File: config.mk
export PLATFORM = sky130hd
export DESIGN_NAME = instr_encoder_loader_flat
export DESIGN_NICKNAME = d
export VERILOG_FILES = /design/src/rtl/instr_encoder_loader_pkg.sv /design/src/rtl/instr_encoder_loader_if.sv /design/src/rtl/instr_encoder_loader_sync_fifo.sv /design/src/rtl/instr_encoder_loader.sv /design/src/flat_wrapper.sv
export SDC_FILE = /design/constraint.sdc
export NUM_CORES = 1
export LEC_CHECK = 0
export ABC_AREA = 1
export CAP_MARGIN = 10
export CORE_MARGIN = 8
export CORE_UTILIZATION = 50
export CTS_CLUSTER_SIZE = 10
export DETAILED_ROUTE_END_ITERATION = 8
export PLACE_DENSITY = 0.75
export SYNTH_ARGS = -nofsm -noshare
export SYNTH_HDL_FRONTEND = slang
export SYNTH_SLANG_ARGS = --single-unit
File: constraint.sdc
create_clock -name CLK -period 3.46 [get_ports CLK]
set_input_delay 0.346 -clock CLK [delete_from_list [all_inputs] [get_ports CLK]]
set_output_delay 0.346 -clock CLK [all_outputs]
set_load 0.03 [all_outputs]
File: src/rtl/instr_encoder_loader_pkg.sv
// Shared encoding constants and the loader FSM states.
// encode_uop turns one decoded micro-op into a MIPS R- or I-type word.
package instr_encoder_loader_pkg;

    localparam logic [3:0] ALUOP_ADD  = 4'd0;
    localparam logic [3:0] ALUOP_ADDU = 4'd1;
    localparam logic [3:0] ALUOP_SUB  = 4'd2;
    localparam logic [3:0] ALUOP_SUBU = 4'd3;
    localparam logic [3:0] ALUOP_AND  = 4'd4;
    localparam logic [3:0] ALUOP_OR   = 4'd5;
    localparam logic [3:0] ALUOP_XOR  = 4'd6;
    localparam logic [3:0] ALUOP_SLL  = 4'd7;
    localparam logic [3:0] ALUOP_SRL  = 4'd8;
    localparam logic [3:0] ALUOP_SRA  = 4'd9;
    localparam logic [3:0] ALUOP_NOP  = 4'hF;

    localparam logic [5:0] OPCODE_RTYPE = 6'h00;
    localparam logic [5:0] OPCODE_ADDI  = 6'h08;
    localparam logic [5:0] OPCODE_ADDIU = 6'h09;
    localparam logic [5:0] OPCODE_ANDI  = 6'h0C;
    localparam logic [5:0] OPCODE_ORI   = 6'h0D;
    localparam logic [5:0] OPCODE_XORI  = 6'h0E;

    localparam logic [5:0] FUNCT_SLL  = 6'h00;
    localparam logic [5:0] FUNCT_SRL  = 6'h02;
    localparam logic [5:0] FUNCT_SRA  = 6'h03;
    localparam logic [5:0] FUNCT_ADD  = 6'h20;
    localparam logic [5:0] FUNCT_ADDU = 6'h21;
    localparam logic [5:0] FUNCT_SUB  = 6'h22;
    localparam logic [5:0] FUNCT_SUBU = 6'h23;
    localparam logic [5:0] FUNCT_AND  = 6'h24;
    localparam logic [5:0] FUNCT_OR   = 6'h25;
    localparam logic [5:0] FUNCT_XOR  = 6'h26;

    typedef enum logic [1:0] {
        ST_IDLE  = 2'd0,
        ST_LOAD  = 2'd1,
        ST_DRAIN = 2'd2,
        ST_DONE  = 2'd3
    } enc_state_e;

    typedef struct packed {
        logic        legal;
        logic [31:0] word;
    } enc_result_t;

    function automatic enc_result_t encode_uop(
        input logic [3:0]  aluop,
        input logic        is_imm,
        input logic [4:0]  rs,
        input logic [4:0]  rt,
        input logic [4:0]  rd,
        input logic [4:0]  shamt,
        input logic [15:0] imm
    );
        enc_result_t res;
        logic [5:0]  opcode;
        logic [5:0]  funct;
        logic        is_shift;
        res      = '0;
        opcode   = OPCODE_RTYPE;
        funct    = FUNCT_ADD;
        is_shift = 1'b0;
        res.legal = 1'b1;
        if (is_imm) begin
            case (aluop)
                ALUOP_ADD:  opcode = OPCODE_ADDI;
                ALUOP_ADDU: opcode = OPCODE_ADDIU;
                ALUOP_AND:  opcode = OPCODE_ANDI;
                ALUOP_OR:   opcode = OPCODE_ORI;
                ALUOP_XOR:  opcode = OPCODE_XORI;
                default:    res.legal = 1'b0;
            endcase
            res.word = {opcode, rs, rt, imm};
        end else begin
            case (aluop)
                ALUOP_ADD:  funct = FUNCT_ADD;
                ALUOP_ADDU: funct = FUNCT_ADDU;
                ALUOP_SUB:  funct = FUNCT_SUB;
                ALUOP_SUBU: funct = FUNCT_SUBU;
                ALUOP_AND:  funct = FUNCT_AND;
                ALUOP_OR:   funct = FUNCT_OR;
                ALUOP_XOR:  funct = FUNCT_XOR;
                ALUOP_SLL:  begin funct = FUNCT_SLL; is_shift = 1'b1; end
                ALUOP_SRL:  begin funct = FUNCT_SRL; is_shift = 1'b1; end
                ALUOP_SRA:  begin funct = FUNCT_SRA; is_shift = 1'b1; end
                default:    res.legal = 1'b0;
            endcase
            // Shifts take their operand from rt, so rs is zeroed; non-shifts never carry a shamt.
            res.word = {OPCODE_RTYPE, (is_shift ? 5'd0 : rs), rt, rd,
                        (is_shift ? shamt : 5'd0), funct};
        end
        return res;
    endfunction

endpackage

File: src/rtl/instr_encoder_loader_if.sv
// Micro-op stream, instruction-memory write port and status of the encoder/loader.
interface instr_encoder_loader_if;
    logic        start;
    logic        in_valid;
    logic        in_ready;
    logic        in_last;
    logic [3:0]  in_aluop;
    logic        in_is_imm;
    logic [4:0]  in_rs;
    logic [4:0]  in_rt;
    logic [4:0]  in_rd;
    logic [4:0]  in_shamt;
    logic [15:0] in_imm;
    logic        imem_stall;
    logic        imem_we;
    logic [31:0] imem_addr;
    logic [31:0] imem_wdata;
    logic        err_pulse;
    logic [7:0]  err_count;
    logic        done;

    modport master (
        output start, in_valid, in_last, in_aluop, in_is_imm, in_rs, in_rt, in_rd,
               in_shamt, in_imm, imem_stall,
        input  in_ready, imem_we, imem_addr, imem_wdata, err_pulse, err_count, done
    );

    modport slave (
        input  start, in_valid, in_last, in_aluop, in_is_imm, in_rs, in_rt, in_rd,
               in_shamt, in_imm, imem_stall,
        output in_ready, imem_we, imem_addr, imem_wdata, err_pulse, err_count, done
    );
endinterface

File: src/rtl/instr_encoder_loader_sync_fifo.sv
// Synchronous FIFO, power-of-two depth, synchronous active-low reset.
// Push when full and pop when empty are ignored.
module sync_fifo #(
    parameter int WIDTH = 32,
    parameter int DEPTH = 4
) (
    input  logic             CLK,
    input  logic             Reset_L,
    input  logic             i_push,
    input  logic [WIDTH-1:0] i_data,
    input  logic             i_pop,
    output logic [WIDTH-1:0] o_data,
    output logic             o_full,
    output logic             o_empty
);
    localparam int AW = $clog2(DEPTH);
    localparam int CW = AW + 1;

    logic [WIDTH-1:0] r_mem [DEPTH];
    logic [AW-1:0]    r_wr_ptr;
    logic [AW-1:0]    r_rd_ptr;
    logic [CW-1:0]    r_count;
    logic             w_do_push;
    logic             w_do_pop;

    assign o_full    = (r_count == CW'(DEPTH));
    assign o_empty   = (r_count == '0);
    assign w_do_push = i_push && !o_full;
    assign w_do_pop  = i_pop && !o_empty;
    assign o_data    = r_mem[r_rd_ptr];

    always_ff @(posedge CLK) begin
        if (w_do_push) r_mem[r_wr_ptr] <= i_data;
    end

    always_ff @(posedge CLK) begin
        if (!Reset_L) begin
            r_wr_ptr <= '0;
            r_rd_ptr <= '0;
            r_count  <= '0;
        end else begin
            if (w_do_push) r_wr_ptr <= r_wr_ptr + AW'(1);
            if (w_do_pop)  r_rd_ptr <= r_rd_ptr + AW'(1);
            case ({w_do_push, w_do_pop})
                2'b10:   r_count <= r_count + CW'(1);
                2'b01:   r_count <= r_count - CW'(1);
                default: r_count <= r_count;
            endcase
        end
    end
endmodule

File: src/rtl/instr_encoder_loader.sv
// Encodes decoded micro-ops into MIPS words, buffers them and writes them
// sequentially into instruction memory starting at BASE_ADDR.
//
// state    | meaning
// ST_IDLE  | waiting for start
// ST_LOAD  | accepting micro-ops, draining FIFO to memory
// ST_DRAIN | last micro-op accepted, flushing remaining words
// ST_DONE  | one-cycle done pulse, back to idle
module instr_encoder_loader
    import instr_encoder_loader_pkg::*;
#(
    parameter int          DEPTH     = 4,
    parameter logic [31:0] BASE_ADDR = 32'h0
) (
    input  logic                  CLK,
    input  logic                  Reset_L,
    instr_encoder_loader_if.slave bus
);
    enc_state_e  r_state;
    enc_state_e  w_next_state;
    logic [31:0] r_addr;
    logic [7:0]  r_err_count;
    logic        r_err_pulse;
    logic        w_full;
    logic        w_empty;
    logic [31:0] w_head;
    logic        w_in_ready;
    logic        w_drain_en;
    logic        w_done;
    logic        w_accept;
    logic        w_push;
    logic        w_pop;
    enc_result_t w_enc;

    always_comb begin
        w_enc = encode_uop(bus.in_aluop, bus.in_is_imm, bus.in_rs, bus.in_rt,
                           bus.in_rd, bus.in_shamt, bus.in_imm);
    end

    assign w_accept = bus.in_valid && w_in_ready;
    assign w_push   = w_accept && w_enc.legal;
    assign w_pop    = w_drain_en && !w_empty && !bus.imem_stall;

    sync_fifo #(
        .WIDTH (32),
        .DEPTH (DEPTH)
    ) u_fifo (
        .CLK     (CLK),
        .Reset_L (Reset_L),
        .i_push  (w_push),
        .i_data  (w_enc.word),
        .i_pop   (w_pop),
        .o_data  (w_head),
        .o_full  (w_full),
        .o_empty (w_empty)
    );

    always_ff @(posedge CLK) begin
        if (!Reset_L) r_state <= ST_IDLE;
        else          r_state <= w_next_state;
    end

    always_comb begin
        w_next_state = r_state;
        case (r_state)
            ST_IDLE:  if (bus.start) w_next_state = ST_LOAD;
            ST_LOAD:  if (w_accept && bus.in_last) w_next_state = ST_DRAIN;
            ST_DRAIN: if (w_empty) w_next_state = ST_DONE;
            ST_DONE:  w_next_state = ST_IDLE;
            default:  w_next_state = ST_IDLE;
        endcase
    end

    always_comb begin
        w_in_ready = 1'b0;
        w_drain_en = 1'b0;
        w_done     = 1'b0;
        case (r_state)
            ST_LOAD:  begin w_in_ready = !w_full; w_drain_en = 1'b1; end
            ST_DRAIN: w_drain_en = 1'b1;
            ST_DONE:  w_done = 1'b1;
            default:  ;
        endcase
    end

    // Address and error bookkeeping; start re-arms both for a fresh session.
    always_ff @(posedge CLK) begin
        if (!Reset_L) begin
            r_addr      <= BASE_ADDR;
            r_err_count <= '0;
            r_err_pulse <= 1'b0;
        end else begin
            r_err_pulse <= w_accept && !w_enc.legal;
            if (r_state == ST_IDLE && bus.start) begin
                r_addr      <= BASE_ADDR;
                r_err_count <= '0;
            end else begin
                if (w_pop) r_addr <= r_addr + 32'd4;
                if (w_accept && !w_enc.legal && r_err_count != 8'hFF)
                    r_err_count <= r_err_count + 8'd1;
            end
        end
    end

    assign bus.in_ready   = w_in_ready;
    assign bus.imem_we    = w_pop;
    assign bus.imem_addr  = r_addr;
    assign bus.imem_wdata = w_pop ? w_head : 32'h0;
    assign bus.err_pulse  = r_err_pulse;
    assign bus.err_count  = r_err_count;
    assign bus.done       = w_done;
endmodule
File: src/flat_wrapper.sv
// flat-port wrapper written by rule: the top's interface ports become plain ports
module instr_encoder_loader_flat import instr_encoder_loader_pkg::*;
#(
    parameter int          DEPTH     = 4,
    parameter logic [31:0] BASE_ADDR = 32'h0
)
  (CLK, Reset_L, bus_start, bus_in_valid, bus_in_last, bus_in_aluop, bus_in_is_imm, bus_in_rs, bus_in_rt, bus_in_rd, bus_in_shamt, bus_in_imm, bus_imem_stall, bus_in_ready, bus_imem_we, bus_imem_addr, bus_imem_wdata, bus_err_pulse, bus_err_count, bus_done);
  instr_encoder_loader_if bus_i ();
  input  logic CLK;
  input  logic Reset_L;
  input wire logic [$bits(bus_i.start)-1:0] bus_start;
  input wire logic [$bits(bus_i.in_valid)-1:0] bus_in_valid;
  input wire logic [$bits(bus_i.in_last)-1:0] bus_in_last;
  input wire logic [$bits(bus_i.in_aluop)-1:0] bus_in_aluop;
  input wire logic [$bits(bus_i.in_is_imm)-1:0] bus_in_is_imm;
  input wire logic [$bits(bus_i.in_rs)-1:0] bus_in_rs;
  input wire logic [$bits(bus_i.in_rt)-1:0] bus_in_rt;
  input wire logic [$bits(bus_i.in_rd)-1:0] bus_in_rd;
  input wire logic [$bits(bus_i.in_shamt)-1:0] bus_in_shamt;
  input wire logic [$bits(bus_i.in_imm)-1:0] bus_in_imm;
  input wire logic [$bits(bus_i.imem_stall)-1:0] bus_imem_stall;
  output wire logic [$bits(bus_i.in_ready)-1:0] bus_in_ready;
  output wire logic [$bits(bus_i.imem_we)-1:0] bus_imem_we;
  output wire logic [$bits(bus_i.imem_addr)-1:0] bus_imem_addr;
  output wire logic [$bits(bus_i.imem_wdata)-1:0] bus_imem_wdata;
  output wire logic [$bits(bus_i.err_pulse)-1:0] bus_err_pulse;
  output wire logic [$bits(bus_i.err_count)-1:0] bus_err_count;
  output wire logic [$bits(bus_i.done)-1:0] bus_done;
  assign bus_i.start = bus_start;
  assign bus_i.in_valid = bus_in_valid;
  assign bus_i.in_last = bus_in_last;
  assign bus_i.in_aluop = bus_in_aluop;
  assign bus_i.in_is_imm = bus_in_is_imm;
  assign bus_i.in_rs = bus_in_rs;
  assign bus_i.in_rt = bus_in_rt;
  assign bus_i.in_rd = bus_in_rd;
  assign bus_i.in_shamt = bus_in_shamt;
  assign bus_i.in_imm = bus_in_imm;
  assign bus_i.imem_stall = bus_imem_stall;
  assign bus_in_ready = bus_i.in_ready;
  assign bus_imem_we = bus_i.imem_we;
  assign bus_imem_addr = bus_i.imem_addr;
  assign bus_imem_wdata = bus_i.imem_wdata;
  assign bus_err_pulse = bus_i.err_pulse;
  assign bus_err_count = bus_i.err_count;
  assign bus_done = bus_i.done;
  instr_encoder_loader #(.DEPTH(DEPTH), .BASE_ADDR(BASE_ADDR)) u_core (.CLK(CLK), .Reset_L(Reset_L), .bus(bus_i));
endmodule
==> results of run 1 <==
==> kinds of logic (layout without fill, tap and decap cells) <==
logic type | Yosys count | after routing
XOR/XNOR | 11 | 11
buffers and inverters | 106 | 233
flip-flops | 170 | 170
AO/OA/AOI/OAI | 151 | 151
AND/OR/NAND/NOR | 373 | 373
adder cells (fa/ha/maj) | 13 | 13
other | 1 | 4
==> final timing paths <==
kind	startpoint	endpoint	slack, ns	cells past startpoint
setup / recovery	register	bus_imem_wdata[10]	0.55	4
setup reg to reg	u_core.r_state[0]	u_core.u_fifo.r_count[2]	0.89	13
hold / removal	u_core.u_fifo.r_rd_ptr[0]	u_core.u_fifo.r_rd_ptr[0]	0.49	1
hold reg to reg	u_core.u_fifo.r_rd_ptr[0]	u_core.u_fifo.r_rd_ptr[0]	0.49	1
==> cells in the final DEF, fill, tap and decap left out, types with 6 or more instances in the layout <==
| cell type | n |
|---|---|
| nor2_2 | 7 |
| inv_1 | 64 |
| clkbuf_16 | 17 |
| buf_4 | 28 |
| xor2_1 | 7 |
| edfxtp_1 | 120 |
| nand2_1 | 106 |
| nand4_1 | 11 |
| nor3_1 | 9 |
| nor2_4 | 10 |
| o21ai_1 | 11 |
| dfxtp_1 | 49 |
| a21oi_1 | 56 |
| o21ai_0 | 68 |
| nand3_1 | 29 |
| ha_1 | 12 |
| inv_2 | 6 |
| nor2_1 | 177 |
| clkdlybuf4s50_1 | 97 |
==> routing by layer <==
layer  part of all wire  up-vias  wire, um  global-route usage
li1                   -     2990         -                   -
met1               0.44     2781      8160               0.233
met2               0.49      179      9090               0.323
met3              0.068       19      1280              0.0520
met4              0.010        2       196              0.0588
met5            0.00069        -        13                   0
==> worst max-delay path: cells and delay by family, from the launching register on <==
family,cells,cell delay (ns)
buffers and inverters,2,1.23
flip-flops,1,0.47
AO/OA/AOI/OAI,2,0.42
==> power by group <==
part           internal (W)  switching, W  total [W]  leakage, nW
Combinational      0.000201      0.000375   0.000576         1.83
Clock               0.00107      0.000742    0.00181        0.271
Sequential          0.00224     0.0000305    0.00227         1.49
==> registers in the layout, summed over array words and instances, names as in the netlist, named ones only <==
signal,cells
u_core.u_fifo.r_mem,120
u_core.u_fifo.r_count,3
u_core.bus.imem_addr,30
u_core.u_fifo.r_wr_ptr,2
u_core.bus.err_count,8
u_core.r_state,2
u_core.u_fifo.r_rd_ptr,2
u_core.bus.err_pulse,1
==> through the flow <==
stage | setup WS (ns) | hold slack (ns)
after floorplan | 0.711 | 0.436
after global placement | 0.604 | 0.458
after detailed placement | 0.546 | 0.462
after CTS | 0.560 | 0.496
after global routing | 0.376 | 0.527
final | 0.545 | 0.494
==> layout make-up <==
class / instances / area, um2 / area share
clock buffers: 22 / 444 / 0.0453
clock inverters: 10 / 116 / 0.0119
inverters: 71 / 267 / 0.0272
multi-input cells: 552 / 2830 / 0.289
flip-flops and latches: 170 / 4610 / 0.470
well taps: 211 / 264 / 0.0269
repair buffers: 130 / 1280 / 0.131
==> key figures, run 1 <==
Final layout
  • Area delta synth->final: 25.3%
  • Layout cells sized above 1: 0.114
  • Post-Layout Cell Count: ~1.2k
  • # diodes: 0
  • Post-route cell area: 9810 um2
  • # nets final: approximately 1.0k
  • Core Util, Final: 0.643
  • Fillers: 1191

Global route
  • GR Util All Layers: 0.191
  • Gr ovfl total: 0
  • Largest net degree at the start of global routing: 40
  • Number of global-route vias before repair: approximately 6k
  • Antenna violations before repair: 1
  • First-pass GRT wire length: 29900 um

Synth
  • Dominant cells by area after synthesis: edfxtp_1, dfxtp_1, nor2_1
  • Cell taking the most area after synthesis: edfxtp_1
  • Post-synthesis cell area: 7830 um2
  • Synth Area in XOR/XNOR: 0.0123
  • Most frequent cell after synthesis: nor2_1
  • Simple-gate share of the synthesized area: 0.218
  • Synth warnings: 0
  • Post-synth EDFFs: 120
  • Synth Area in Adders: 0.0217
  • Netlist cell types: 42
  • Cells after synthesis: 825
  • Syn avg cell area: 9.49 um2
  • Compound-Gate Fraction of Synth Area: 0.104
  • Synthesis-stage register bit count: 170
  • Fraction of synthesized area in multiplexers: 0
  • Top-area cell type share of the netlist area: 0.460
  • Top_reg_cell synth: edfxtp_1
  • Largest family of logic cells by synthesized area: simple AND/OR/NAND/NOR gates
  • Sequential area share after synthesis: 0.588
  • Commonest cells post-synth: nor2_1, edfxtp_1, nand2_1
  • Async SR Flop Fraction: 0

Floorplan
  • Core Box Area: 15300 um2
  • Die area: about 20000 um2
  • Die height: approximately 140 um
  • Initial Util: 0.513
  • I/O Pins: roughly 120
  • Rows: 45
  • Die X: ~140 um

STA
  • Worst clock skew: 0.00859 ns
  • Setup TNS: 0 ns
  • RSZ-0062 raised after global routing: false
  • Max frequency: about 340 MHz
  • Minimum clock period: 2.91 ns
  • Tcrit/Tclk final: 0.842
  • Slew margin rel.: 0.591
  • Final Hold Fails: 0
  • Max Slew Vio Count: 0
  • Final number of setup-violating endpoints: 0
  • Worst slew pin tran: about 0.61 ns

Critical path
  • WP data required: approximately 3.1 ns
  • Slowest CP cell: clkdlybuf4s50_1
  • CP arrival: around 2.6 ns
  • CP endpoint kind: primary output
  • CP Cell Sequence: inv_2, o21ai_0, a21oi_1, clkdlybuf4s50_1
  • Crit Path Max Fanout: 39
  • CP peak stage delay: around 0.7 ns
  • Critical Path Start Type: register
  • CP Class: register to primary output

Clocking
  • Clk_lat worst skew: roughly 0.42 ns
  • Total CTS buffers: 17
  • Setup bufs post-CTS: 0
  • Total clock sinks: 170
  • Post-CTS sizing: 0
  • Root buffer cell: clkbuf_16
  • Clk pin slew, worst setup/hold paths: roughly 0.060 ns
  • # H-tree levels: 4
  • CTS tree: done
  • CTS max path bufs: 2
  • Hold Buf Count CTS: 0

Place
  • RD Place Congestion: 0.851
  • Placed instance count: around 1.1k
  • DP Area: ~9000 um2
  • Buffers on Ports: 118
  • Final HPWL DP: between 10000 and 15000 um

Pwr
  • PD cells: about 470 nW/um2
  • Worst VDD drop: roughly 0.00035 V
  • Lkg Pwr: 3.60 nW
  • Pwr Total: roughly 0.0047 W

Drt
  • Vias post-DR: between 5k and 6k
  • Initial DRC Count: 320
  • Final WL: roughly 19000 um
  • DRC errors left: 0
  • Routed len/inst: between 15 and 20 um
  • Vias per cell: ~5.1
  • ANT nets after route: 0
  • Pre-antenna DRT Iters: 5

Hold path
  • Worst hold-check path type: register to register

Job
  • Max-Cap Viols: 0

Outcome
  • Outcome: finished, final reports clean
Power figures use the tool's default switching activity.
==> run 2, diff against run 1 <==
--- a/config.mk
+++ b/config.mk
@@ -8,10 +8,10 @@
 export ABC_AREA = 1
 export CAP_MARGIN = 10
 export CORE_MARGIN = 8
-export CORE_UTILIZATION = 50
+export CORE_UTILIZATION = 49
 export CTS_CLUSTER_SIZE = 10
 export DETAILED_ROUTE_END_ITERATION = 8
-export PLACE_DENSITY = 0.75
+export PLACE_DENSITY = 0.77
 export SYNTH_ARGS = -nofsm -noshare
 export SYNTH_HDL_FRONTEND = slang
 export SYNTH_SLANG_ARGS = --single-unit
==> constraint.sdc (replaced) <==
create_clock -name CLK -period 2.6 [get_ports CLK]
set_input_delay 0.26 -clock CLK [delete_from_list [all_inputs] [get_ports CLK]]
set_output_delay 0.26 -clock CLK [all_outputs]
set_load 0.03 [all_outputs]
==> key figures, run 2 (synthesis results as in run 1) <==
STA
  • Setup TNS: 0 ns (unchanged)
  • Worst clock skew: 0.00863 ns (+0.0000445 ns)
  • RSZ-0062 raised after global routing: false
  • Hold_ws: 0.469 ns (-0.0249 ns)
  • Final number of setup-violating endpoints: 0 (unchanged)
  • Worst slew pin tran: 1.11 ns (+0.502 ns)
  • Max Slew Vio Count: 0 (unchanged)
  • Tcrit/Tclk final: 0.949
  • Final Hold Fails: 0 (unchanged)
  • Slew margin rel.: 0.256 (-0.335)
  • Max frequency: 405 MHz
  • Minimum clock period: between 2 and 2.5 ns

Critical path
  • Crit Path Max Fanout: 27 (-31%)
  • Setup slack, reg-to-reg: 0.24 ns (-0.65 ns)
  • CP Cell Sequence: inv_1, ha_1, inv_1, nor2_4, nand2_8, buf_12, a21oi_1, buf_4
  • CP endpoint kind: primary output
  • Number of cells on the worst reg-to-reg path: 13 (unchanged)
  • CP Class: register to primary output
  • Slowest CP cell: dfxtp_1
  • Critical Path Start Type: register
  • CP peak stage delay: 0.37 ns (-0.33 ns)
  • CP arrival: 2.21 ns (-0.36 ns)
  • WP data required: 2.34 ns (-0.77 ns)
  • Most frequent cell on the critical path: inv_1

Hold path
  • Worst hold-check path type: register to register
  • WHS Path Cells: 2 (+1)

Floorplan
  • Core Box Area: 15800 um2 (+3.4%)
  • Rows: 46 (+2.2%)
  • Die area: 20300 um2 (+1.8%)
  • Initial Util: 0.496 (-0.0166)
  • Die height: 142 um (+0.90%)
  • I/O Pins: 123 (unchanged)
  • Die X: 142 um (+0.90%)

Place
  • Placed instance count: 1148 (+1.2%)
  • RD Place Congestion: 0.822 (-3.4%)
  • Final HPWL DP: 12600 um (+1.1%)
  • Buffers on Ports: 118 (unchanged)

Pwr
  • PD cells: 630 nW/um2 (+33%)
  • Net Sw Power: 0.00169 W (+48%)
  • Clock share of power: 0.389 (about the same)
  • Sequential power share: 0.483 (-0.005)
  • Internal power component: 0.00455 W (+30%)
  • Worst VDD drop: 0.000523 V (+49%)
  • Lkg Pwr: 3.67 nW (+2.0%)
  • Combinational cell fraction of total power: 0.128 (+0.004)
  • Sw frac: 0.271 (+0.0249)

Final layout
  • Max FFs per register: 120 (unchanged)
  • Area delta synth->final: 26.5%
  • Post-Layout Cell Count: 1180 (+1.2%)
  • Most frequent cells in the layout: nor2_1, edfxtp_1, nand2_1
  • Layout cells sized above 1: 0.141 (+0.0269)
  • Most common cell after layout, fill and taps aside: nor2_1
  • Reg with most FFs: u_core.u_fifo.r_mem
  • # nets final: 1011 (+0.90%)
  • # diodes: 0 (unchanged)

Clocking
  • # H-tree levels: 4 (unchanged)
  • Clk pin slew, worst setup/hold paths: 0.07 ns (about the same)
  • Hold Buf Count CTS: 0 (unchanged)
  • Clk_lat worst skew: 0.43 ns (about the same)
  • Total CTS buffers: 17 (unchanged)
  • Total clock sinks: 170 (unchanged)
  • CTS tree: done
  • Setup bufs post-CTS: 0 (unchanged)
  • CTS max path bufs: 2 (unchanged)
  • Root buffer cell: clkbuf_16

Global route
  • Largest net degree at the start of global routing: 61 (+53%)
  • GR Util All Layers: 0.189 (-0.00154)
  • First-pass GRT wire length: 30000 um (+0.30%)
  • Number of global-route vias before repair: 5952 (+0.86%)
  • Antenna violations before repair: 1 (unchanged)
  • Gr ovfl total: 0 (unchanged)

Outcome
  • Outcome: finished, final reports clean

Drt
  • Vias per cell: 5.14 (+0.29%)
  • ANT nets after route: 0 (unchanged)
  • DRC errors left: 0 (unchanged)
  • Final WL: 18700 um (-0.33%)
  • Routed len/inst: 15.8 um (-1.5%)
  • Pre-antenna DRT Iters: 5 (unchanged)
  • Initial DRC Count: 420 (+31%)
  • Vias post-DR: 6060 (+1.5%)

Job
  • Max-Cap Viols: 0 (unchanged)
-- run 2: cell types whose count changed in the layout (fill, tap and decap cells not counted), moves of 3 or more --
cell / before / now
a21oi_2: 2 / 5
inv_8: 0 / 7
a21oi_1: 56 / 53
clkbuf_1: 5 / 0
buf_4: 28 / 45
clkdlybuf4s50_1: 97 / 87
-- run 2: layout make-up --
type	instances	area (um2)
Clock inverter	15	146
Clock buffer	17	425
Sequential cell	170	4610
Tap cell	216	270
Timing Repair Buffer	139	1340
Inverter	71	267
Fill cell	1288	5870
Multi-Input combinational cell	552	2850
-- run 2: per-stage QoR --
step	area [um2]	power [W]	worst slack, ns	utilization
global route	9900	0.00647	0.00821	0.628
floorplan	7840	0.00358	-0.149	-
global placement	9300	0.00385	0.217	0.590
detailed placement	9300	0.00387	0.195	0.590
finish	9900	0.00624	0.133	0.628
CTS	9890	0.00627	0.0396	0.627
-- run 2: worst paths after layout --
path | start | end
hold reg to reg | u_core.u_fifo.r_rd_ptr[1] | register
hold / removal | u_core.u_fifo.r_rd_ptr[1] | register
setup / recovery | u_core.r_state[1] | bus_imem_wdata[29]
setup reg to reg | u_core.r_state[1] | u_core.u_fifo.r_count[2]
-- run 2: power by group through the flow --
stage | clock network (W) | logic [W] | registers (W)
2_1_floorplan | 0 | 0.000499 | 0.00308
4_1_cts | 0.00246 | 0.000796 | 0.00302
3_3_place_gp | 0 | 0.000777 | 0.00307
6_report | 0.00243 | 0.000799 | 0.00302
5_1_grt | 0.00256 | 0.000889 | 0.00302
3_5_place_dp | 0 | 0.000791 | 0.00308
-- run 2: repair_timing --
action	CTS	global route
resized for setup	5	3
gates cloned	0	0
pin swaps	0	0
setup endpoints to repair	7	7
-- run 2: per-layer routing --
metal	wire length [um]	global-route usage
met1	8060	0.231
met2	8930	0.314
met3	1330	0.0530
met4	344	0.0710
met5	15	0
-- run 2: critical path, delay by kind of cell (launching register included) --
kind,cells,cell delay [ns]
buffers and inverters,4,0.57
AND/OR/NAND/NOR,2,0.32
adder cells (fa/ha/maj),1,0.30
AO/OA/AOI/OAI,1,0.20
flip-flops,1,0.37
